File: config.mk
export PLATFORM = sky130hd
export DESIGN_NAME = rr_arbiter4
export DESIGN_NICKNAME = d
export VERILOG_FILES = /design/src/rtl/arb_pkg.sv /design/src/rtl/rr_arbiter4_prio_enc4.sv /design/src/rtl/rr_arbiter4.sv
export SDC_FILE = /design/constraint.sdc
export NUM_CORES = 1
export LEC_CHECK = 0
export ABC_AREA = 1
export ABC_CLOCK_PERIOD_IN_PS = 5000
export CAP_MARGIN = 10
export CORE_MARGIN = 10
export CORE_UTILIZATION = 52
export DETAILED_ROUTE_END_ITERATION = 10
export GPL_TIMING_DRIVEN = 0
export PLACE_DENSITY = 0.85
export SETUP_SLACK_MARGIN = 0.4
export SKIP_CTS_REPAIR_TIMING = 1
export SLEW_MARGIN = 15
export SYNTH_ARGS = -nofsm -noshare
export SYNTH_HDL_FRONTEND = slang
export SYNTH_HIERARCHICAL = 1
export SYNTH_SLANG_ARGS = --single-unit
File: constraint.sdc
create_clock -name clk -period 5 [get_ports clk]
set_input_delay 1.5 -clock clk [delete_from_list [all_inputs] [get_ports clk]]
set_output_delay 1.5 -clock clk [all_outputs]
set_load 0.01 [all_outputs]
File: src/rtl/arb_pkg.sv
// rtl/arb_pkg.sv - shared types and helpers for the four-way round-robin arbiter
package arb_pkg;

    localparam int NREQ  = 4;
    localparam int IDX_W = 2;

    typedef enum logic {
        IDLE  = 1'b0,
        GRANT = 1'b1
    } arb_state_t;

    typedef logic [NREQ-1:0]  req_vec_t;
    typedef logic [IDX_W-1:0] idx_t;

    function automatic req_vec_t idx_to_onehot(input idx_t idx);
        req_vec_t v;
        v      = '0;
        v[idx] = 1'b1;
        return v;
    endfunction

    // Bit i of the result is the request of client (base + i) mod 4, so position 0 is checked first.
    function automatic req_vec_t rotate_req(input req_vec_t req, input idx_t base);
        req_vec_t rot;
        rot = '0;
        for (int i = 0; i < NREQ; i++) begin
            rot[i] = req[idx_t'(base + idx_t'(i))];
        end
        return rot;
    endfunction

endpackage

File: src/rtl/rr_arbiter4_prio_enc4.sv
// rtl/rr_arbiter4_prio_enc4.sv - combinational 4-to-2 priority encoder, lowest set bit wins
module prio_enc4
    import arb_pkg::*;
(
    input  req_vec_t in_i,
    output idx_t     idx_o,
    output logic     valid_o
);

    always_comb begin
        valid_o = |in_i;
        idx_o   = '0;
        if (in_i[0]) begin
            idx_o = 2'd0;
        end else if (in_i[1]) begin
            idx_o = 2'd1;
        end else if (in_i[2]) begin
            idx_o = 2'd2;
        end else if (in_i[3]) begin
            idx_o = 2'd3;
        end
    end

endmodule

File: src/rtl/rr_arbiter4.sv
// rtl/rr_arbiter4.sv - four-requester round-robin arbiter; ARB_TIMEOUT_EN adds a hold-time watchdog
module rr_arbiter4
    import arb_pkg::*;
#(
    parameter int unsigned MAX_HOLD = 16
) (
    input  logic       clk,
    input  logic       reset_n,
    input  logic [3:0] req,
    output logic [3:0] grant,
    output logic [1:0] grant_idx,
    output logic       busy,
    output logic       timeout
);

    arb_state_t state_q, state_d;
    idx_t       owner_q, owner_d;
    idx_t       last_q, last_d;
    req_vec_t   grant_q, grant_d;
    logic       busy_q, busy_d;
    logic       timeout_d;
    logic       grant_change;
    logic       hold_expired;

    req_vec_t   rot_req;
    idx_t       enc_idx;
    logic       enc_valid;
    idx_t       winner;

    // Rotating to start at last+1 leaves the most recent owner at the lowest priority.
    assign rot_req = rotate_req(req, idx_t'(last_q + idx_t'(1)));

    prio_enc4 u_prio_enc4 (
        .in_i    (rot_req),
        .idx_o   (enc_idx),
        .valid_o (enc_valid)
    );

    assign winner = idx_t'(last_q + idx_t'(1) + enc_idx);

    always_comb begin
        state_d      = state_q;
        owner_d      = owner_q;
        last_d       = last_q;
        grant_d      = grant_q;
        busy_d       = busy_q;
        timeout_d    = 1'b0;
        grant_change = 1'b0;

        case (state_q)
            IDLE: begin
                if (enc_valid) begin
                    state_d      = GRANT;
                    owner_d      = winner;
                    last_d       = winner;
                    grant_d      = idx_to_onehot(winner);
                    busy_d       = 1'b1;
                    grant_change = 1'b1;
                end
            end
            GRANT: begin
                if (req[owner_q] && !hold_expired) begin
                    state_d = GRANT;
                end else if (enc_valid) begin
                    // Owner is last in rotated order, so a revoked owner cannot win here.
                    state_d      = GRANT;
                    owner_d      = winner;
                    last_d       = winner;
                    grant_d      = idx_to_onehot(winner);
                    busy_d       = 1'b1;
                    grant_change = 1'b1;
                    timeout_d    = req[owner_q];
                end else begin
                    state_d      = IDLE;
                    owner_d      = '0;
                    grant_d      = '0;
                    busy_d       = 1'b0;
                    grant_change = 1'b1;
                end
            end
            default: begin
                state_d      = IDLE;
                owner_d      = '0;
                grant_d      = '0;
                busy_d       = 1'b0;
                grant_change = 1'b1;
            end
        endcase
    end

    always_ff @(posedge clk or negedge reset_n) begin
        if (!reset_n) begin
            state_q <= IDLE;
            owner_q <= '0;
            last_q  <= idx_t'(3);
            grant_q <= '0;
            busy_q  <= 1'b0;
        end else begin
            state_q <= state_d;
            owner_q <= owner_d;
            last_q  <= last_d;
            grant_q <= grant_d;
            busy_q  <= busy_d;
        end
    end

`ifdef ARB_TIMEOUT_EN
    localparam int HOLD_W = $clog2(MAX_HOLD + 1);

    logic [HOLD_W-1:0] hold_cnt_q, hold_cnt_d;
    logic              timeout_q;

    assign hold_expired = (hold_cnt_q == HOLD_W'(MAX_HOLD)) && (|(req & ~grant_q));

    always_comb begin
        hold_cnt_d = hold_cnt_q;
        if (grant_change || (state_q == IDLE)) begin
            hold_cnt_d = '0;
        end else if (hold_cnt_q != HOLD_W'(MAX_HOLD)) begin
            hold_cnt_d = hold_cnt_q + HOLD_W'(1);
        end
    end

    always_ff @(posedge clk or negedge reset_n) begin
        if (!reset_n) begin
            hold_cnt_q <= '0;
            timeout_q  <= 1'b0;
        end else begin
            hold_cnt_q <= hold_cnt_d;
            timeout_q  <= timeout_d;
        end
    end

    assign timeout = timeout_q;
`else
    logic       unused_timeout_d;
    logic       unused_grant_change;
    logic [7:0] unused_max_hold;

    assign hold_expired        = 1'b0;
    assign unused_timeout_d    = timeout_d;
    assign unused_grant_change = grant_change;
    assign unused_max_hold     = 8'(MAX_HOLD);
    assign timeout             = 1'b0;
`endif

    assign grant     = grant_q;
    assign grant_idx = owner_q;
    assign busy      = busy_q;

endmodule
==> results.toml <==
[timing]
fin_crit_sh = 0.6520
slew_viol_final = 0
fin_setup_tns_ns = 0
hold_viol_final = 0
finalClockSkew_ns = 0.003511
fin_ws_ns = 1.740
setup_viol = 0
fmax_mhz = 306.7
rsz0062_at_grt = "no"
min_period_ns = 3.260

[logic_synthesis]
synth_nets = 107
syn_area_per_cell_um2 = 6.756
ys_seq_area_frac = 0.3741
synth_area_um2 = 675.6
netlist_instances = 100
yosys_warnings = 6
synth-seq-cells = 10
synth_cell_types = 19

[critical_path]
critPathMaxFanout = 4
slowest_delay_ns = 0.48
crit_buf_inv = 5
crit_required_ns = 5.21
arrival_ns = 3.47
crit_type = "primary input to flip-flop"
startpoint_type = "primary input"
cp.depth = 16
r2r_cells = 16
crit_top_cell = "nand2_1"
path_cells = "clkdlybuf4s50_1 -> inv_1 -> nand2_1 -> o21ai_0 -> o21ai_0 -> inv_1 -> a21oi_2 -> ha_1 -> inv_1 -> nand2_1 -> nand2_1 -> nand2_1 -> nand2_2 -> inv_2 -> nand4_1 -> nand2_1"
cp-end-kind = "flip-flop"
cp_top_family = "buffers and inverters"
slowest_stage = "clkdlybuf4s50_1"

[run_status]
status = "finished, final reports clean"

[detailed_routing]
first_pass_iters = 4
wire_per_inst_um = 11.25
postRouteWirelength_mm = 1.463
final_antenna_net_count = 0
vias = 640
drt-initial-drc-count = 16
vias_per_cell = 4.923
drc = 0

[global_routing]
grt_pass1_vias = 634
grtUsageTotal = 0.09910
antenna_found_initial = 0
grt_pass1_wl_mm = 2.677
overflow = 0
grt_max_degree = 11

[placement]
io_buffers = 12
hpwl_mm = 1.114
pre_cts_ws_ns = 1.485
gp_congestion = 0.8207

[power]
p_clk_frac = 0.110
vdd_ir_drop_max_mv = 0.4250
swShare = 0.5015
p_comb_frac = 0.667
internal_power_uw = 348.9
switchingPower_uw = 350.9
p_per_area_nw_per_um2 = 823.8
p_leak_uw = 0.0004591
seq_power_share = 0.223
power_uw = 699.9

[die]
rows = 12
die_area_um2 = 3141
start_util = 0.5769
die_w_um = 56.05
die_y_um = 56.05
pin_count = 14
fp.coreArea_um2 = 1171

[clock_tree]
cts_buffer_depth = 2
clkTransAtPathRegs_ns = 0.07
cts_made_buffers = 3
clockRootBuffer = "clkbuf_4"
clock-sinks = 10
clk_latency_ns = 0.27
htree_levels = 1
cts_tree = "built"

[min_path]
hp-class = "flip-flop to flip-flop"
whs_path_depth = 2

[cells_and_area]
area_growth_pct = 25.74
antenna_cells = 0
final_nets = 124
drive_gt1_frac = 0.1724

[job]
max-cap-violations = 0
final timing paths:
check / start / end / slack (ns)
setup / recovery: req[3] / grant[0]$_DFFE_PN0P_ / 1.74
hold / removal: busy$_DFFE_PN0P_ / busy$_DFFE_PN0P_ / 0.48
setup reg to reg: last_q[0]$_DFFE_PN1P_ / grant[0]$_DFFE_PN0P_ / 2.83
hold reg to reg: busy$_DFFE_PN0P_ / busy$_DFFE_PN0P_ / 0.48
max in group asynchronous: reset_n / last_q[0]$_DFFE_PN1P_ / 3.11
min in group asynchronous: reset_n / grant_idx[1]$_DFFE_PN0P_ / 1.54
layout make-up:
| class | count | area (um^2) |
|---|---|---|
| well taps | 14 | 17.52 |
| fillers | 87 | 321.6 |
| clock buffers | 4 | 36.28 |
| flip-flops and latches | 10 | 252.7 |
| plain buffers | 2 | 18.77 |
| repair buffers | 12 | 120.1 |
| multi-input cells | 72 | 344.1 |
| inverters | 16 | 60.06 |
cells in the final DEF (no fill, tap or decap):
cell type	count
nand4_1	4
nand3_4	1
inv_1	12
dfstp_2	2
a21oi_2	1
o21ai_2	1
conb_1	1
nor2_2	1
o21ai_0	8
clkdlybuf4s50_1	12
clkbuf_8	1
dfrtp_1	8
ha_1	1
nand2_1	46
buf_4	1
inv_2	4
clkbuf_4	3
nand2_2	2
nor2_1	3
nand3_2	2
buf_6	1
nor3_1	1
stage by stage:
stage / instance area (um^2) / util / hold slack, ns / std cells
floorplan: 675.6 / - / 0.4739 / 100
detailed placement: 813.3 / 0.6944 / 0.4648 / 126
global route: 849.6 / 0.7254 / 0.5102 / 130
finish: 849.6 / 0.7254 / 0.4814 / 130
CTS: 849.6 / 0.7254 / 0.4842 / 130
global placement: 813.3 / 0.6944 / 0.4557 / 126
Yosys cell counts:
cell type	count	share of area
a21oi_2	1	0.013
buf_4	1	0.011
buf_6	1	0.017
conb_1	1	0.0056
dfrtp_1	8	0.30
dfstp_2	2	0.078
ha_1	1	0.019
inv_1	12	0.067
inv_2	4	0.022
nand2_1	46	0.26
nand2_2	2	0.019
nand3_2	2	0.030
nand3_4	1	0.026
nand4_1	4	0.037
nor2_1	3	0.017
nor2_2	1	0.0093
nor3_1	1	0.0074
o21ai_0	8	0.059
o21ai_2	1	0.013
power by group through the flow:
stage	registers (uW)	logic (uW)	clock network [uW]
after floorplan	165	336	0
after global placement	157	448	0
after detailed placement	158	464	0
after CTS	157	467	77.5
after global routing	162	538	83.4
final	156	467	77.3
worst min-delay path: cells and delay by family, from the launching register on:
family | cells | cell delay, ns
DFF | 1 | 0.35
and+or+nand+nor | 2 | 0.10
registers in the layout, summed over array words and instances (netlist names):
name and count:
state_q 1, busy 1, last_q 2, grant 4
grant_idx 2
kinds of logic (layout without fill, tap and decap cells):
family	after synthesis	after routing	synth area share
other cells	1	1	0.005550
fa+ha+maj	1	1	0.01852
flops	10	10	0.3741
simple gates	60	60	0.4000
compound gates	10	10	0.08519
buf+inv	18	34	0.1167
per-layer routing:
layer	global-route usage	up-vias	wire, um
li1	-	337	-
met1	0.1207	271	677
met2	0.1449	26	627
met3	0.03872	6	131
met4	0.05119	0	27
met5	0	-	0
Note: power is estimated with default switching activity, not from simulation.
